**src/rtl/learn_costs_engine.sv**
```systemverilog
// learn_costs_engine: neighbour-table search, cost learning and append over RAM.
// Define LEARN_COSTS_BEST_EN to add the best_id/best_cost/best_valid hint.
module learn_costs_engine #(
  parameter int WORD_WIDTH    = 16,
  parameter int ADDR_WIDTH    = 10,
  parameter int MAX_NEIGHBORS = 8,
  parameter int BASE_ADDR     = 0,
  parameter int ALPHA_SHIFT   = 2
) (
  input  logic                  clock,
  input  logic                  nreset,
  input  logic                  start_learnCosts,
  input  logic [WORD_WIDTH-1:0] fsourceID,
  input  logic [WORD_WIDTH-1:0] fbatteryStat,
  input  logic [WORD_WIDTH-1:0] fValue,
  input  logic [WORD_WIDTH-1:0] fclusterID,
  output logic [ADDR_WIDTH-1:0] mem_addr,
  output logic [WORD_WIDTH-1:0] mem_wdata,
  output logic                  mem_wr,
  input  logic [WORD_WIDTH-1:0] mem_rdata,
  output logic                  busy,
  output logic                  done_learnCosts,
  output logic                  matched,
  output logic                  dropped,
  output logic [7:0]            entry_index
`ifdef LEARN_COSTS_BEST_EN
  ,
  output logic [WORD_WIDTH-1:0] best_id,
  output logic [WORD_WIDTH-1:0] best_cost,
  output logic                  best_valid
`endif
);

  typedef enum logic [3:0] {
    IDLE, RD_CNT, LD_CNT, RD_ID, CMP_ID, RD_VAL, UPD_VAL,
    WR_BAT, WR_VAL, WR_CLU, WR_ID, WR_CNT, DONE
  } state_t;

  localparam logic [7:0] MAXN = 8'(MAX_NEIGHBORS);

  state_t state_q, state_d;
  logic [WORD_WIDTH-1:0] fsrc_q, fsrc_d, fbat_q, fbat_d;
  logic [WORD_WIDTH-1:0] fclu_q, fclu_d, cost_q, cost_d;
  logic [7:0] idx_q, idx_d, cnt_q, cnt_d, entry_q, entry_d;
  logic hit_q, hit_d, done_q, done_d, busy_q, busy_d;
  logic matched_q, matched_d, dropped_q, dropped_d;

  logic [7:0] cnt_ld;
  logic more, id_hit;
  logic [ADDR_WIDTH-1:0] ent_a;
  logic signed [WORD_WIDTH:0] diff;
  logic [WORD_WIDTH-1:0] step;

  assign cnt_ld = (mem_rdata > WORD_WIDTH'(MAX_NEIGHBORS)) ? MAXN
                                                          : mem_rdata[7:0];
  assign more   = ({1'b0, idx_q} + 9'd1) < {1'b0, cnt_q};
  assign id_hit = (mem_rdata == fsrc_q);
  assign ent_a  = ADDR_WIDTH'(BASE_ADDR + 1) + ADDR_WIDTH'({idx_q, 2'b00});
  // cost_q still holds fValue until UPD_VAL replaces it
  assign diff   = $signed({1'b0, cost_q}) - $signed({1'b0, mem_rdata});
  assign step   = WORD_WIDTH'(diff >>> ALPHA_SHIFT);

  always_ff @(posedge clock) begin
    if (!nreset) state_q <= IDLE;
    else         state_q <= state_d;
  end

  always_comb begin
    state_d = state_q;
    unique case (state_q)
      IDLE:    if (start_learnCosts && !busy_q) state_d = RD_CNT;
      RD_CNT:  state_d = LD_CNT;
      LD_CNT:  state_d = (cnt_ld == 8'd0) ? WR_ID : RD_ID;
      RD_ID:   state_d = CMP_ID;
      CMP_ID: begin
        if (id_hit)            state_d = RD_VAL;
        else if (more)         state_d = RD_ID;
        else if (cnt_q < MAXN) state_d = WR_ID;
        else                   state_d = DONE;
      end
      RD_VAL:  state_d = UPD_VAL;
      UPD_VAL: state_d = WR_BAT;
      WR_ID:   state_d = WR_BAT;
      WR_BAT:  state_d = WR_VAL;
      WR_VAL:  state_d = WR_CLU;
      WR_CLU:  state_d = hit_q ? DONE : WR_CNT;
      WR_CNT:  state_d = DONE;
      DONE:    state_d = IDLE;
      default: state_d = IDLE;
    endcase
  end

  always_comb begin
    mem_addr  = '0;
    mem_wdata = '0;
    mem_wr    = 1'b0;
    unique case (state_q)
      RD_CNT:  mem_addr = ADDR_WIDTH'(BASE_ADDR);
      RD_ID:   mem_addr = ent_a;
      RD_VAL:  mem_addr = ent_a + ADDR_WIDTH'(2);
      WR_ID: begin
        mem_addr = ent_a; mem_wdata = fsrc_q; mem_wr = 1'b1;
      end
      WR_BAT: begin
        mem_addr = ent_a + ADDR_WIDTH'(1); mem_wdata = fbat_q; mem_wr = 1'b1;
      end
      WR_VAL: begin
        mem_addr = ent_a + ADDR_WIDTH'(2); mem_wdata = cost_q; mem_wr = 1'b1;
      end
      WR_CLU: begin
        mem_addr = ent_a + ADDR_WIDTH'(3); mem_wdata = fclu_q; mem_wr = 1'b1;
      end
      WR_CNT: begin
        mem_addr  = ADDR_WIDTH'(BASE_ADDR);
        mem_wdata = WORD_WIDTH'(cnt_q) + WORD_WIDTH'(1);
        mem_wr    = 1'b1;
      end
      default: ;
    endcase
  end

  always_comb begin
    fsrc_d = fsrc_q; fbat_d = fbat_q; fclu_d = fclu_q; cost_d = cost_q;
    idx_d = idx_q; cnt_d = cnt_q; hit_d = hit_q; entry_d = entry_q;
    matched_d = matched_q; dropped_d = dropped_q;
    if (state_q == IDLE && state_d == RD_CNT) begin
      fsrc_d = fsourceID; fbat_d = fbatteryStat;
      fclu_d = fclusterID; cost_d = fValue; hit_d = 1'b0;
    end
    unique case (state_q)
      LD_CNT: begin cnt_d = cnt_ld; idx_d = 8'd0; end
      CMP_ID: begin
        if (id_hit)    hit_d = 1'b1;
        else if (more) idx_d = idx_q + 8'd1;
        else           idx_d = cnt_q;
      end
      UPD_VAL: cost_d = mem_rdata + step;
      DONE: begin
        matched_d = hit_q;
        dropped_d = !hit_q && (cnt_q == MAXN);
        entry_d   = idx_q;
      end
      default: ;
    endcase
    done_d = (state_q == DONE);
    busy_d = (state_d != IDLE) || done_d;
  end

  always_ff @(posedge clock) begin
    if (!nreset) begin
      fsrc_q <= '0; fbat_q <= '0; fclu_q <= '0; cost_q <= '0;
      idx_q <= '0; cnt_q <= '0; entry_q <= '0; hit_q <= 1'b0;
      done_q <= 1'b0; busy_q <= 1'b0;
      matched_q <= 1'b0; dropped_q <= 1'b0;
    end else begin
      fsrc_q <= fsrc_d; fbat_q <= fbat_d; fclu_q <= fclu_d; cost_q <= cost_d;
      idx_q <= idx_d; cnt_q <= cnt_d; entry_q <= entry_d; hit_q <= hit_d;
      done_q <= done_d; busy_q <= busy_d;
      matched_q <= matched_d; dropped_q <= dropped_d;
    end
  end

  assign busy            = busy_q;
  assign done_learnCosts = done_q;
  assign matched         = matched_q;
  assign dropped         = dropped_q;
  assign entry_index     = entry_q;

`ifdef LEARN_COSTS_BEST_EN
  logic [WORD_WIDTH-1:0] best_id_q, best_id_d, best_cost_q, best_cost_d;
  logic best_valid_q, best_valid_d;

  always_comb begin
    best_id_d = best_id_q; best_cost_d = best_cost_q;
    best_valid_d = best_valid_q;
    if (state_q == WR_VAL &&
        (!best_valid_q || cost_q < best_cost_q || fsrc_q == best_id_q)) begin
      best_id_d = fsrc_q; best_cost_d = cost_q; best_valid_d = 1'b1;
    end
  end

  always_ff @(posedge clock) begin
    if (!nreset) begin
      best_id_q <= '0; best_cost_q <= '1; best_valid_q <= 1'b0;
    end else begin
      best_id_q <= best_id_d; best_cost_q <= best_cost_d;
      best_valid_q <= best_valid_d;
    end
  end

  assign best_id    = best_id_q;
  assign best_cost  = best_cost_q;
  assign best_valid = best_valid_q;
`endif

endmodule

```
**config.mk**
```make
export PLATFORM = sky130hd
export DESIGN_NAME = learn_costs_engine
export DESIGN_NICKNAME = d
export VERILOG_FILES = /design/src/rtl/learn_costs_engine.sv
export SDC_FILE = /design/constraint.sdc
export NUM_CORES = 1
export LEC_CHECK = 0
export CORE_UTILIZATION = 52
export DETAILED_ROUTE_END_ITERATION = 8
export PLACE_DENSITY = 0.79
export SLEW_MARGIN = 25
export SYNTH_ARGS = -nofsm -noshare
export SYNTH_HDL_FRONTEND = slang
export SYNTH_SLANG_ARGS = --single-unit
```
**constraint.sdc**
```tcl
create_clock -name clock -period 6.45 [get_ports clock]
set_input_delay 1.935 -clock clock [delete_from_list [all_inputs] [get_ports clock]]
set_output_delay 1.935 -clock clock [all_outputs]
set_load 0.01 [all_outputs]
```
# Word-level counts from Yosys, hierarchy flattened
# Index checks and enable logic that the tools add are counted.
[totals]
reg_bits = 97
input_bits = 83
out_inout_bits = 39
wordCells = 76
[op_classes]
add_sub_neg = 9
n_lt_le_gt_ge = 3
n_eq_ne = 16
muxes = 19
n_reduce_logical = 16
[ops]
columns = ["op", "count"]
rows = [
  ["16-bit one-hot mux with 5 select lines", 1],
  ["4-bit one-hot mux with 11 select lines", 1],
  ["10-bit one-hot mux with 4 select lines", 1],
  ["16-bit 2-to-1 mux", 2],
  ["8-bit 2-to-1 mux", 3],
  ["10-bit by 2-bit adder with 10-bit output (second input constant)", 2],
  ["4-bit equality test (second input constant)", 5],
  ["8-bit by 1-bit adder with 9-bit output (second input constant)", 2],
  ["16-bit by 16-bit subtractor with 17-bit output", 1],
  ["16-bit adder", 1],
  ["16-bit equality test", 1],
  ["4-bit by 3-bit equality test with 1-bit output (second input constant)", 4],
  ["16-bit by 4-bit greater-than comparator with 1-bit output (second input constant)", 1],
  ["4-bit 2-to-1 mux", 4],
  ["8-bit one-hot mux with 2 select lines", 1],
  ["1-bit by 10-bit adder with 10-bit output (first input constant)", 1],
  ["10-bit by 1-bit adder with 10-bit output (second input constant)", 1],
  ["9-bit by 8-bit less-than comparator with 1-bit output", 1],
  ["8-bit by 1-bit adder with 8-bit output (second input constant)", 1],
  ["4-bit by 1-bit equality test with 1-bit output (second input constant)", 2],
  ["4-bit by 2-bit equality test with 1-bit output (second input constant)", 2],
  ["8-bit by 4-bit equality test with 1-bit output (second input constant)", 1],
  ["8-bit logical NOT", 1],
  ["8-bit by 4-bit less-than comparator with 1-bit output (second input constant)", 1],
  ["other kinds (12)", 22],
]

# Longest topological paths before layout
[logic_depth]
word_depth = 10
depth_mapped = 19
depth_no_buf = 19

# Least setup slack after synthesis
# Ideal clock, no wire load.
[synth_path]
path_type = "input to register"
startpoint = "in mem_rdata[4]"
endpoint = "reg cost_q[15]"
setup_ns = 0.095
t_arrival_ns = 5.075
required_time_ns = 6.355
setup_slack_ns = 1.279
path_stages = 18
path_buffers = 0
cell_sequence = "inv_1 > ha_1 > a21o_1 > a2111o_1 > a41oi_2 > nor2_1 > a21oi_1 > nor2b_1 > nor2_1 > xnor2_1 > ha_1 > a21o_1 > a21oi_1 > o21a_1 > a31oi_1 > a31oi_1 > nand3_1 > o311ai_1"
[synth_via]
elab_chain_cells = 8
elab_cells_between_ends = 13
classes_between = "add/sub (2); order compare (1); eq/ne (2); mux (5); reduce/logical (3)"
[synth_lines]
columns = ["item", "line_no", "source"]
rows = [
  ["start: declaration", "20", "input logic [WORD_WIDTH-1:0] mem_rdata,"],
  ["16-bit by 4-bit greater-than comparator with 1-bit output", "54", "assign cnt_ld = (mem_rdata > WORD_WIDTH'(MAX_NEIGHBORS)) ? MAXN"],
  ["8-bit 2-to-1 mux", "54", ""],
  ["8-bit logical NOT", "73", "LD_CNT: state_d = (cnt_ld == 8'd0) ? WR_ID : RD_ID;"],
  ["4-bit 2-to-1 mux", "73", ""],
  ["4-bit one-hot mux with 11 select lines", "70", "unique case (state_q)"],
  ["4-bit by 1-bit equality test with 1-bit output", "126", "if (state_q == IDLE && state_d == RD_CNT) begin"],
  ["1-bit logical AND", "126", ""],
  ["2-bit nonzero test (no source line)", "n/a", ""],
  ["end signal: assignment", "156", "fsrc_q <= fsrc_d; fbat_q <= fbat_d; fclu_q <= fclu_d; cost_q <= cost_d;"],
  ["end: declaration", "43", "logic [WORD_WIDTH-1:0] fclu_q, fclu_d, cost_q, cost_d;"],
]
# Parallel ways exist; a longest one is shown, timed or not.
# A chain may end at the register's enable or synchronous reset.

# Final worst setup path
# Ends and elaborated chain as after synthesis.

==> qor.yml <==
layout_min_cycle_time_ps: 5750
total_of_fill_cells_in_the_finished_design: 956
postSynthAreaPerCell_um2: 7.59
drv.max_cap_violation_count: 0
cts-root-to-sink-buffers: 2
grt_use_total: 0.325
fin_crit_sh: 0.892
place_congestion: 0.917
drive_gt1_frac: 0.0423
synth_ff_type: "sky130_fd_sc_hd__dfxtp_1"
post_cts.repair.setup_buffers: 0
worst_setup_path_end_kind: "flip-flop"
floorplan.initialDensity: 0.545
ctsRootBufferMaster: "sky130_fd_sc_hd__clkbuf_16"
route.detailed.vias_per_inst: 6.13
drc_marker_count_from_the_first_detailed_route_iteration: 618
multi_input_comb_area_um2: 3810
yosysMostFrequentCell: "sky130_fd_sc_hd__nand2_1"
number_of_cells_upsized_or_downsized_after_cts: 0
whs_endpoint: "entry_index[3]$_SDFFE_PN0P_"
power.density_cell_area_nw_per_um2: 317
instances_no_fill: 1039
first_global_vias: 6084
path_max_fanout: 5
synth_area_um2: 6040
tritoncts.num_buffers: 9
die_w_um: 110
fin_tns_setup_ps: 0
reg2reg_depth: 18
preCtsSetupSlack_ps: 400
netlist.top_cell.by_area: "sky130_fd_sc_hd__dfxtp_1"
ff2ff_setup_slack_ps: 2450
total_wirelength_of_the_detailed_routed_design_um: 18900
i_o_pin_total: 122
skew_ps: 9.56
antenna_violating_nets_post_route: 0
cts.hold.buffers_added: 0
ctsHtreeMaxLevel: 3
launch_instance_of_the_worst_register_to_register_path: "cost_q[4]$_SDFFE_PN0P_"
number_of_diodes_added_for_antenna_fixing: 0
critPathLaunchType: "input pin"
grt_antenna_before_repair: 0
tritoncts: "yes"
final.setup.worst_slack_ps: 696
dieArea_um2: 12100
ys_warn_count: 0
clock_insertion_delay_worst_skew_ps: 370
worstPathArrival_ps: 6020
drt-wirelength-per-cell_um: 18.2
cp-startpoint: "mem_rdata[4]"
vdd_ir_drop_max_uv: 179
core_region_um2: 11100
synth_top_cell_area_share: 0.321
holdCritPathClass: "flip-flop to flip-flop"
post-place-cells: 1023
rsz0062_at_grt: "no"
worstReg2RegEnd: "cost_q[15]$_SDFFE_PN0P_"
synthesis.nets: 920
num-nets-final: 1018
areaGrowthSynthToFinish_pct: 26.5
post_synth_inst_count: 796
dieHeight_um: 110
pin_count_of_the_biggest_net_entering_global_routing: 61
yosys-top-cells-area: "sky130_fd_sc_hd__dfxtp_1, sky130_fd_sc_hd__nand2_1, sky130_fd_sc_hd__ha_1"
timing_hold_violations_final: 0
clkTransAtPathRegs_ps: 70
fmax_ghz: 0.174
grt_pass1_wl_um: 29600
min_from: "entry_index[3]$_SDFFE_PN0P_"
hold_path_stages: 2
grt_overflow_total: 0
postSynth.asyncResetShare: 0
post_synth_most_frequent_cells: "sky130_fd_sc_hd__nand2_1, sky130_fd_sc_hd__dfxtp_1, sky130_fd_sc_hd__a21oi_1, sky130_fd_sc_hd__nor2_1, sky130_fd_sc_hd__xnor2_1"
detailed_placer_s_ending_hpwl_um: 14300
ys_seq_elements: 97
synth_enable_flop_cells: 0
power_leakage_nw: 3.03
tightestPinTransition_ps: 916
fraction_of_the_yosys_area_taken_by_sequential_cells: 0.321
drtPass1Iterations: 6
report.final.slew_viol_count: 0
result_of_the_run: "complete, no violations"
cts_num_sinks: 97
timing.slew.headroom: 0.389
fp-row-count: 38
required_ps: 6720
yosysUniqueCellTypes: 53
post-route-drc-count: 0
final-seq-area_um2: 1940
report.final.setup_viol: 0
crit_type: "input pin to flip-flop"
port_buffers: 121
vias: 6371
-- cell families after synthesis --
| kind of cell | share of synthesized area |
|---|---|
| adders and majority gates | 0.0861 |
| and+or+nand+nor | 0.229 |
| buffers and inverters | 0.0485 |
| AOI/OAI and AO/OA | 0.227 |
| xor gates and xnor gates | 0.0739 |
| muxes | 0.0149 |
| DFF | 0.321 |
-- placed cells by master, fill, tap and decap left out, types with 3 or more instances in the layout --
| cell | instances |
|---|---|
| sky130_fd_sc_hd__nor2_1 | 49 |
| sky130_fd_sc_hd__a211oi_1 | 4 |
| sky130_fd_sc_hd__clkbuf_16 | 9 |
| sky130_fd_sc_hd__and3_1 | 10 |
| sky130_fd_sc_hd__mux2i_1 | 9 |
| sky130_fd_sc_hd__a22oi_1 | 15 |
| sky130_fd_sc_hd__clkdlybuf4s50_1 | 121 |
| sky130_fd_sc_hd__dfxtp_1 | 97 |
| sky130_fd_sc_hd__and2_1 | 8 |
| sky130_fd_sc_hd__or3_1 | 3 |
| sky130_fd_sc_hd__a31oi_1 | 4 |
| sky130_fd_sc_hd__buf_4 | 10 |
| sky130_fd_sc_hd__nand2b_1 | 10 |
| sky130_fd_sc_hd__inv_1 | 32 |
| sky130_fd_sc_hd__nand3_1 | 28 |
| sky130_fd_sc_hd__a21oi_1 | 91 |
| sky130_fd_sc_hd__nor2b_1 | 5 |
| sky130_fd_sc_hd__o21bai_1 | 3 |
| sky130_fd_sc_hd__nand2_1 | 164 |
| sky130_fd_sc_hd__or2_2 | 3 |
| sky130_fd_sc_hd__nor4_1 | 4 |
| sky130_fd_sc_hd__o21ai_0 | 25 |
| sky130_fd_sc_hd__xnor2_1 | 41 |
| sky130_fd_sc_hd__a21o_1 | 8 |
| sky130_fd_sc_hd__ha_1 | 40 |
| sky130_fd_sc_hd__a222oi_1 | 17 |
| sky130_fd_sc_hd__o221ai_1 | 9 |
| sky130_fd_sc_hd__a22o_1 | 5 |
| sky130_fd_sc_hd__o211ai_1 | 4 |
| sky130_fd_sc_hd__o21a_1 | 5 |
| sky130_fd_sc_hd__xor2_1 | 10 |
| sky130_fd_sc_hd__nor3_1 | 16 |
| sky130_fd_sc_hd__nand4_1 | 9 |
-- area by class of cell --
class,instances,area share
repair buffers,131,0.168
inverters,33,0.0162
well taps,140,0.0229
flip-flops and latches,97,0.254
multi-input cells,622,0.499
clock inverters,7,0.00982
clock buffers,9,0.0295
-- stage by stage --
stage / power [mW] / util / cell area [µm²] / hold slack, ps
after global routing: 2.57 / 0.690 / 7640 / 477
after floorplan: 1.57 / - / 6040 / 436
after global placement: 1.84 / 0.663 / 7340 / 442
after CTS: 2.41 / 0.690 / 7640 / 460
final: 2.43 / 0.690 / 7640 / 457
after detailed placement: 1.87 / 0.663 / 7340 / 449
-- where the power goes --
part | total (mW) | switching [mW] | internal (mW) | leakage (nW)
Clock | 0.540 | 0.266 | 0.274 | 0.148
Sequential | 0.820 | 0.120 | 0.700 | 0.791
Combinational | 1.07 | 0.611 | 0.454 | 2.09
-- worst max-delay path by stage --
stage          slack, ps                 endpoint  cells past startpoint
6_report             700  cost_q[15]$_SDFFE_PN0P_                     20
5_1_grt              400  cost_q[15]$_SDFFE_PN0P_                     20
4_1_cts              760  cost_q[15]$_SDFFE_PN0P_                     20
3_5_place_dp         400  cost_q[15]$_SDFFE_PN0P_                     20
3_3_place_gp         520  cost_q[15]$_SDFFE_PN0P_                     20
2_1_floorplan       1280  cost_q[15]$_SDFFE_PN0P_                     18
-- state kept, by name (all words and copies together) (netlist names) --
signal	cells
dropped	1
cnt_q	8
fsrc_q	16
done_learnCosts	1
state_q	4
busy	1
hit_q	1
fclu_q	16
matched	1
idx_q	8
fbat_q	16
cost_q	16
entry_index	8
-- worst max-delay path, cell delays in order --
cell                              delay (ps)
sky130_fd_sc_hd__clkdlybuf4s50_1         510
sky130_fd_sc_hd__inv_1                    60
sky130_fd_sc_hd__ha_1                    360
sky130_fd_sc_hd__a21o_1                  220
sky130_fd_sc_hd__a2111o_1                420
sky130_fd_sc_hd__a41oi_2                 210
sky130_fd_sc_hd__nor2_1                  110
sky130_fd_sc_hd__a21oi_1                 230
sky130_fd_sc_hd__nor2b_1                  70
sky130_fd_sc_hd__nor2_1                  120
sky130_fd_sc_hd__xnor2_1                  80
sky130_fd_sc_hd__ha_1                    340
sky130_fd_sc_hd__and3_1                  230
sky130_fd_sc_hd__and3_1                  180
sky130_fd_sc_hd__nand3_1                 120
sky130_fd_sc_hd__a31oi_1                 280
sky130_fd_sc_hd__a31oi_1                 150
sky130_fd_sc_hd__nor3_1                  180
sky130_fd_sc_hd__o21ai_0                 120
sky130_fd_sc_hd__o311ai_1                 90
-- metal layers --
metal  GRT usage  wire length (µm)  up-vias
met3      0.0658              1610       62
met5           0                 0        -
met4       0.196               841        0
met1       0.376              7400     2964
li1            -                 -     3008
met2       0.552              9090      337
Power figures use the tool's default switching activity.
